<file path="config.mk">
export PLATFORM = sky130hd
export DESIGN_NAME = alu_exec_unit_flat
export DESIGN_NICKNAME = d
export VERILOG_FILES = /design/src/rtl/alu_exec_unit_if.sv /design/src/rtl/alu_exec_unit.sv /design/src/flat_wrapper.sv
export SDC_FILE = /design/constraint.sdc
export NUM_CORES = 1
export LEC_CHECK = 0
export BUFFER_PORTS_ARGS = -buffer_cell sky130_fd_sc_hd__buf_4
export CAP_MARGIN = 0
export CORE_ASPECT_RATIO = 1.1
export CORE_MARGIN = 8
export CORE_UTILIZATION = 50
export DETAILED_ROUTE_END_ITERATION = 10
export HOLD_SLACK_MARGIN = 0.15
export PLACE_DENSITY_LB_ADDON = 0.05
export SLEW_MARGIN = 20
export SYNTH_ARGS = -nofsm -noshare
export SYNTH_HDL_FRONTEND = slang
export SYNTH_SLANG_ARGS = --single-unit
export TNS_END_PERCENT = 50
</file>
<file path="constraint.sdc">
create_clock -name clk -period 3.6 [get_ports clk]
set_input_delay 0.72 -clock clk [delete_from_list [all_inputs] [get_ports clk]]
set_output_delay 0.72 -clock clk [all_outputs]
set_load 0.01 [all_outputs]
</file>
<file path="src/rtl/alu_exec_unit_if.sv">
// Valid/ready bundle between the operand side and the EX/MEM side.
// slave is the ALU end; master is the producer/consumer end.
interface alu_exec_unit_if #(
    parameter int DATA_W = 32
);
    logic              in_valid;
    logic              in_ready;
    logic [3:0]        Operation;
    logic [DATA_W-1:0] SrcA;
    logic [DATA_W-1:0] SrcB;
    logic              out_valid;
    logic              out_ready;
    logic [DATA_W-1:0] ALUResult;
    logic              Zero;

    modport master (
        output in_valid, Operation, SrcA, SrcB, out_ready,
        input  in_ready, out_valid, ALUResult, Zero
    );

    modport slave (
        input  in_valid, Operation, SrcA, SrcB, out_ready,
        output in_ready, out_valid, ALUResult, Zero
    );
endinterface

</file>
<file path="src/rtl/alu_exec_unit.sv">
// Execute-stage ALU with registered result/Zero and valid/ready handshakes.
// Define BARREL_SHIFT_EN for single-cycle shifts; default is 1 bit/cycle.
module alu_exec_unit #(
    parameter int DATA_W  = 32,
    parameter int SHAMT_W = $clog2(DATA_W)
) (
    input  logic           clk,
    input  logic           rst_n,
    input  logic           flush,
    output logic           busy,
    alu_exec_unit_if.slave bus
);
    localparam logic [3:0] OP_AND  = 4'b0000;
    localparam logic [3:0] OP_XOR  = 4'b0001;
    localparam logic [3:0] OP_OR   = 4'b0011;
    localparam logic [3:0] OP_ADD  = 4'b0100;
    localparam logic [3:0] OP_SUB  = 4'b0010;
    localparam logic [3:0] OP_BEQ  = 4'b1000;
    localparam logic [3:0] OP_SLL  = 4'b1001;
    localparam logic [3:0] OP_SRL  = 4'b0101;
    localparam logic [3:0] OP_SRA  = 4'b0111;
    localparam logic [3:0] OP_SLT  = 4'b1110;
    localparam logic [3:0] OP_PASS = 4'b1010;

    logic [3:0]         op;
    logic [DATA_W-1:0]  a;
    logic [DATA_W-1:0]  b;
    logic [SHAMT_W-1:0] shamt;
    logic [DATA_W-1:0]  alu_res;
    logic [DATA_W-1:0]  res_q;
    logic               zero_q;
    logic               valid_q;
    logic               in_ready;
    logic               accept;
    logic               xfer;

    assign op    = bus.Operation;
    assign a     = bus.SrcA;
    assign b     = bus.SrcB;
    assign shamt = bus.SrcB[SHAMT_W-1:0];

    assign accept = bus.in_valid && in_ready;
    assign xfer   = valid_q && bus.out_ready;

    assign bus.in_ready  = in_ready;
    assign bus.out_valid = valid_q;
    assign bus.ALUResult = res_q;
    assign bus.Zero      = zero_q;

    // Single-cycle result; iterative shifts only use the shamt=0 pass-through
    always_comb begin
        alu_res = '0;
        unique case (op)
            OP_AND:         alu_res = a & b;
            OP_XOR:         alu_res = a ^ b;
            OP_OR:          alu_res = a | b;
            OP_ADD:         alu_res = a + b;
            OP_SUB, OP_BEQ: alu_res = a - b;
            OP_SLT:         alu_res = {{(DATA_W-1){1'b0}}, $signed(a) < $signed(b)};
            OP_PASS:        alu_res = b;
`ifdef BARREL_SHIFT_EN
            OP_SLL:         alu_res = a << shamt;
            OP_SRL:         alu_res = a >> shamt;
            OP_SRA:         alu_res = DATA_W'($signed(a) >>> shamt);
`else
            OP_SLL, OP_SRL, OP_SRA: alu_res = a;
`endif
            default:        alu_res = '0;
        endcase
    end

`ifdef BARREL_SHIFT_EN
    assign busy     = 1'b0;
    assign in_ready = !flush && (!valid_q || bus.out_ready);

    // Output register: flush drops the pending result, accept loads a new one
    always_ff @(posedge clk or negedge rst_n) begin
        if (!rst_n) begin
            valid_q <= 1'b0;
            res_q   <= '0;
            zero_q  <= 1'b0;
        end else if (flush) begin
            valid_q <= 1'b0;
        end else begin
            if (xfer) valid_q <= 1'b0;
            if (accept) begin
                res_q   <= alu_res;
                zero_q  <= (alu_res == '0);
                valid_q <= 1'b1;
            end
        end
    end
`else
    typedef enum logic {IDLE, SHIFT} state_t;
    typedef enum logic [1:0] {SH_LL, SH_RL, SH_RA} shty_t;

    state_t             state;
    shty_t              shty;
    shty_t              sh_sel;
    logic [SHAMT_W-1:0] cnt;
    logic [DATA_W-1:0]  work;
    logic [DATA_W-1:0]  step;
    logic               is_shift;

    assign is_shift = (op == OP_SLL) || (op == OP_SRL) || (op == OP_SRA);
    assign busy     = (state == SHIFT);
    assign in_ready = (state == IDLE) && !flush && (!valid_q || bus.out_ready);

    // Shift kind latched at accept
    always_comb begin
        sh_sel = SH_LL;
        if (op == OP_SRL) sh_sel = SH_RL;
        if (op == OP_SRA) sh_sel = SH_RA;
    end

    // One-bit shift of the work register
    always_comb begin
        step = {work[DATA_W-2:0], 1'b0};
        if (shty == SH_RL) step = {1'b0, work[DATA_W-1:1]};
        if (shty == SH_RA) step = {work[DATA_W-1], work[DATA_W-1:1]};
    end

    // Control FSM and result register; flush wins over everything but reset
    always_ff @(posedge clk or negedge rst_n) begin
        if (!rst_n) begin
            state   <= IDLE;
            shty    <= SH_LL;
            cnt     <= '0;
            work    <= '0;
            valid_q <= 1'b0;
            res_q   <= '0;
            zero_q  <= 1'b0;
        end else if (flush) begin
            state   <= IDLE;
            cnt     <= '0;
            valid_q <= 1'b0;
        end else begin
            unique case (state)
                IDLE: begin
                    if (xfer) valid_q <= 1'b0;
                    if (accept) begin
                        if (is_shift && shamt != '0) begin
                            state <= SHIFT;
                            work  <= a;
                            cnt   <= shamt;
                            shty  <= sh_sel;
                        end else begin
                            res_q   <= alu_res;
                            zero_q  <= (alu_res == '0);
                            valid_q <= 1'b1;
                        end
                    end
                end
                SHIFT: begin
                    work <= step;
                    cnt  <= cnt - SHAMT_W'(1);
                    if (cnt == SHAMT_W'(1)) begin
                        res_q   <= step;
                        zero_q  <= (step == '0);
                        valid_q <= 1'b1;
                        state   <= IDLE;
                    end
                end
            endcase
        end
    end
`endif
endmodule
</file>
<file path="src/flat_wrapper.sv">
// flat-port wrapper written by rule: the top's interface ports become plain ports
module alu_exec_unit_flat 
#(
    parameter int DATA_W  = 32,
    parameter int SHAMT_W = $clog2(DATA_W)
)
  (clk, rst_n, flush, busy, bus_in_valid, bus_Operation, bus_SrcA, bus_SrcB, bus_out_ready, bus_in_ready, bus_out_valid, bus_ALUResult, bus_Zero);
  alu_exec_unit_if #(.DATA_W(DATA_W)) bus_i ();
  input  logic clk;
  input  logic rst_n;
  input  logic flush;
  output logic busy;
  input wire logic [$bits(bus_i.in_valid)-1:0] bus_in_valid;
  input wire logic [$bits(bus_i.Operation)-1:0] bus_Operation;
  input wire logic [$bits(bus_i.SrcA)-1:0] bus_SrcA;
  input wire logic [$bits(bus_i.SrcB)-1:0] bus_SrcB;
  input wire logic [$bits(bus_i.out_ready)-1:0] bus_out_ready;
  output wire logic [$bits(bus_i.in_ready)-1:0] bus_in_ready;
  output wire logic [$bits(bus_i.out_valid)-1:0] bus_out_valid;
  output wire logic [$bits(bus_i.ALUResult)-1:0] bus_ALUResult;
  output wire logic [$bits(bus_i.Zero)-1:0] bus_Zero;
  assign bus_i.in_valid = bus_in_valid;
  assign bus_i.Operation = bus_Operation;
  assign bus_i.SrcA = bus_SrcA;
  assign bus_i.SrcB = bus_SrcB;
  assign bus_i.out_ready = bus_out_ready;
  assign bus_in_ready = bus_i.in_ready;
  assign bus_out_valid = bus_i.out_valid;
  assign bus_ALUResult = bus_i.ALUResult;
  assign bus_Zero = bus_i.Zero;
  alu_exec_unit #(.DATA_W(DATA_W), .SHAMT_W(SHAMT_W)) u_core (.clk(clk), .rst_n(rst_n), .flush(flush), .busy(busy), .bus(bus_i));
endmodule
</file>
==> metrics.md <==
| Metric | Value |
|---|---|
| Run status | `finished with violations` |
| Violated checks | `setup timing` |
| Top-level port count | `109` |
| Origin of the critical flop-to-flop path | `u_core.cnt[1]` |
| Starting density of the core | `roughly half` |
| Leakage power | `6.98 nW` |
| Reg2reg end | `u_core.bus.Zero` |
| Register-to-register setup slack | `approximately 50 ps` |
| Final weighted congestion of routability-driven global placement | `1.04` |
| Die height | `between 150 and 200 um` |
| Met1 track demand over resource | `a little under half` |
| Pwr Density | `between 300 and 400 nW/um2` |
| Highest clock rate | `between 200 and 250 MHz` |
| Leading area contributor after synthesis | `dfrtp_1` |
| Clock sink total | `74` |
| Cell types occupying the most area after synthesis | `dfrtp_1, ha_1, o21ai_0` |
| Mean instance size in the synthesized netlist | `7.09 um2` |
| All-Layer GR Usage | `35.8%` |
| TritonCTS clock tree | `built` |
| Share of the synthesized area in compound gates (AO/OA/AOI/OAI) | `between 30% and 40%` |
| # port buffers | `roughly 110` |
| Worst Hold Class | `reg2reg` |
| Fraction of layout instances using a drive strength above 1 | `approximately 36%` |
| Filler Cells Inserted | `about 1,600` |
| Startpoint kind of the worst setup timing path | `input pin` |
| Post-route setup slack | `-526 ps` |
| GR met3 Demand/Resource | `between 7 and 8%` |
| Die Area | `between 20,000 and 25,000 um2` |
| Placeable core region | `19,700 um2` |
| Vias | `about 13,000` |
| Number of buffers added by the clock tree synthesis step | `9` |
| Transition time of the tightest slew-check pin | `about 920 ps` |
| Post-synthesis share of cell area spent on and, or, nand and nor gates | `approximately 22%` |
| Global Route met2 Usage | `56.5%` |
| Antenna diode instance count | `0` |
| Post-synth EDFFs | `0` |
| List of cells traversed by the critical path | `buf_4 -> inv_1 -> ha_1 -> buf_4 -> inv_1 -> a21oi_1 -> o311ai_0 -> buf_4 -> o211ai_1 -> nand2_1 -> buf_4 -> a22o_1 -> o22ai_2 -> nand4_1 -> or4_4 -> or4_4 -> o31ai_4` |
| Top delay family on crit path | `simple AND/OR/NAND/NOR gates` |
| Dpl cells | `2,070` |
| Critical path depth | `17` |
| Final Non-Filler Cells | `2,099` |
| Warnings from Yosys | `0` |
| Clock skew after layout | `4.11 ps` |
| Number of buffers inserted by hold repair at cts | `0` |
| CTS clk-pin slew, worst paths | `60 ps` |
| Width of the die | `around 150 um` |
| Final hold violation count | `0` |
| Number of nets in the synthesized netlist | `~1,600` |
| Number of standard cells after synthesis | `1,399` |
| Final hold slack | `around 470 ps` |
| Number of failing setup endpoints in the final timing report | `4` |
| HPWL after detailed placement | `about 36,000 um` |
| Synthesized flop and latch total | `between 70 and 80` |
| Post-synth cell types | `82` |
| Most used standard cells in the synthesized netlist | `nand2_1, o21ai_0, inv_1` |
| Period Utilization, post-route | `115%` |
| Number of optimization iterations in the first detailed-route pass | `5` |
| Slowest stage cell on the critical path | `or4_4` |
| Post-layout nets | `just over 2,000` |
| Critical path buffers and inverters | `6` |
| Proportion of synthesized chip area in sequential cells | `between 10% and 20%` |
| Overflow left after global routing | `0` |
| Largest net degree at the start of global routing | `75` |
| Critical path data arrival time | `approximately 4400 ps` |
| Worst Reg2Reg Path Length in Cells | `12` |
| Number of DRC violations after detailed routing | `0` |
| Via-to-Cell Ratio | `between 6 and 7` |
| Vias in the first global route | `roughly 13,000` |
| Final Routed Wirelength | `between 40,000 and 50,000 um` |
| Fin crit period | `~4100 ps` |
| Final total negative setup slack | `-1050 ps` |
| Source-to-sink clock delay at the later pin of the worst-skew pair | `330 ps` |
| Required time at the endpoint of the critical path | `3840 ps` |
| Worst Setup SP | `bus_SrcB[6]` |
| Critical Path End | `u_core.bus.Zero` |
| Sort of element at the end of the critical path | `register` |
| Peak ir drop on the vdd network | `around 0.58 mV` |
| Unrepaired setup endpoints after global routing | `true` |
| Number of levels in the clock H-tree | `3` |
| Combinational family with the most area after synthesis | `compound AO/OA/AOI/OAI gates` |
| Critical path peak fanout | `5` |
| Top cell type's share of synthesized area | `between 10% and 20%` |
| Dominant register cell in the synthesized netlist | `dfrtp_1` |
| Residual antenna-violating net count after detailed routing | `0` |
| Root buffer cell | `clkbuf_16` |
| Row count | `54` |
| Maximum cell stage delay along the critical path | `around 550 ps` |
| Post-DR wirelength/cell | `approximately 22 um` |
| Critical setup path kind | `in2reg` |
| Max-Cap Viols | `0` |
| Post-synthesis async set-or-reset flop share | `100%` |
| Adder-cell share of the synthesized area | `between 10% and 20%` |
| Max Buffers Root-to-Sink | `2` |
| Post-synthesis instance area | `9930 um2` |
| Final slew viol count | `0` |
| Worst slew margin relative to its limit | `roughly two fifths` |
| Number of antenna violations at the first check in global routing | `1` |
| First-pass GRT wire length | `between 60,000 and 70,000 um` |
| Most frequently used cell type in the post-synthesis netlist | `nand2_1` |
| Mux cell area share after synthesis | `roughly 1.8%` |
| Cell with the most instances on the worst path | `buf_4` |
| Post-synthesis xor/xnor area fraction | `~1.2%` |
| Most heavily used metal layer in global routing | `met2` |
| DR iter-0 viols | `1,393` |
| Synthesis-to-finish area growth | `47.8%` |
## worst min-delay path by stage
stage | cells after the start | slack (ps) | start | to
2_1_floorplan | 0 | 420 | rst_n | u_core.bus.ALUResult[0]
3_3_place_gp | 2 | 460 | u_core.bus.ALUResult[9] | u_core.bus.ALUResult[9]
3_5_place_dp | 2 | 470 | u_core.bus.ALUResult[27] | u_core.bus.ALUResult[27]
4_1_cts | 2 | 480 | u_core.bus.ALUResult[27] | u_core.bus.ALUResult[27]
5_1_grt | 2 | 510 | u_core.bus.ALUResult[17] | u_core.bus.ALUResult[17]
6_report | 2 | 470 | u_core.bus.ALUResult[27] | u_core.bus.ALUResult[27]
## cells by family after synthesis
logic type / after synthesis
adder cells (fa/ha/maj): 103
buffers and inverters: 199
XOR/XNOR: 14
AND/OR/NAND/NOR: 474
multiplexers: 17
flip-flops: 74
AO/OA/AOI/OAI: 518
## sequential cells by signal (all words and copies together) (netlist names)
name	count
u_core.shty	2
u_core.bus.out_valid	1
u_core.cnt	5
u_core.bus.ALUResult	32
u_core.bus.Zero	1
u_core.busy	1
u_core.work	32
## stage by stage
step	setup slack (ps)	util [%]	total power, mW	cell area, um2
after floorplan	-554	-	2.58	9960
after global placement	-1470	69.7	3.86	13700
after detailed placement	-1470	69.7	3.92	13700
after CTS	-668	72.6	4.82	14300
after global routing	-694	74.6	5.26	14700
final	-526	74.6	4.98	14700
## worst register-to-register path, delay by kind of cell (launching register included)
kind                       cells  cell delay, ps
and+or+nand+nor                7            2140
buffers and inverters          1             100
AOI/OAI and AO/OA              3             670
DFF                            1             380
adders and majority gates      1             180
## routing by layer
metal,vias up,share of wire (%)
li1,5984,-
met1,6068,40
met2,788,44
met3,182,11
met4,2,4.7
met5,-,0.026
## what timing repair did
| action | in CTS | in global routing |
|---|---|---|
| buffers inserted | 7 | 6 |
| setup endpoints to repair | 11 | 14 |
| resized for setup | 54 | 70 |
| pin swaps | 15 | 25 |
## placed cells by master, fill, tap and decap left out, types with 10 or more instances in the layout
master / netlist / final
nor3_1: 33 / 31
buf_4: 1 / 512
buf_6: 9 / 10
o211ai_1: 25 / 25
a221oi_1: 18 / 13
a22oi_1: 13 / 13
nor2_1: 83 / 82
nor2b_1: 11 / 10
a21oi_1: 100 / 91
nand3_1: 49 / 49
mux2i_1: 13 / 13
a22o_1: 10 / 10
o21a_1: 12 / 12
a21o_1: 13 / 13
ha_4: 0 / 10
o31ai_1: 22 / 19
nand2b_1: 10 / 10
dfrtp_1: 74 / 73
a211oi_1: 22 / 12
nand2_1: 204 / 204
o21ai_0: 163 / 151
a221o_1: 13 / 13
nor4_1: 23 / 21
ha_1: 101 / 87
inv_1: 106 / 100
## area by class of cell
cell class / count / area, um2 / share of cell area (%)
Tap cell: 252 / 315 / 2.15
Timing Repair Buffer: 524 / 4000 / 27.2
Multi-Input combinational cell: 1126 / 7820 / 53.3
Inverter: 107 / 420 / 2.86
Sequential cell: 74 / 1850 / 12.6
Clock inverter: 5 / 30.0 / 0.205
Clock buffer: 11 / 243 / 1.65
## where the power goes
group | internal (mW) | switching, mW
clock | 0.481 | 0.334
combinational | 1.28 | 1.53
sequential | 1.09 | 0.268
total | 2.84 | 2.14
Note: power is estimated with default switching activity, not from simulation.
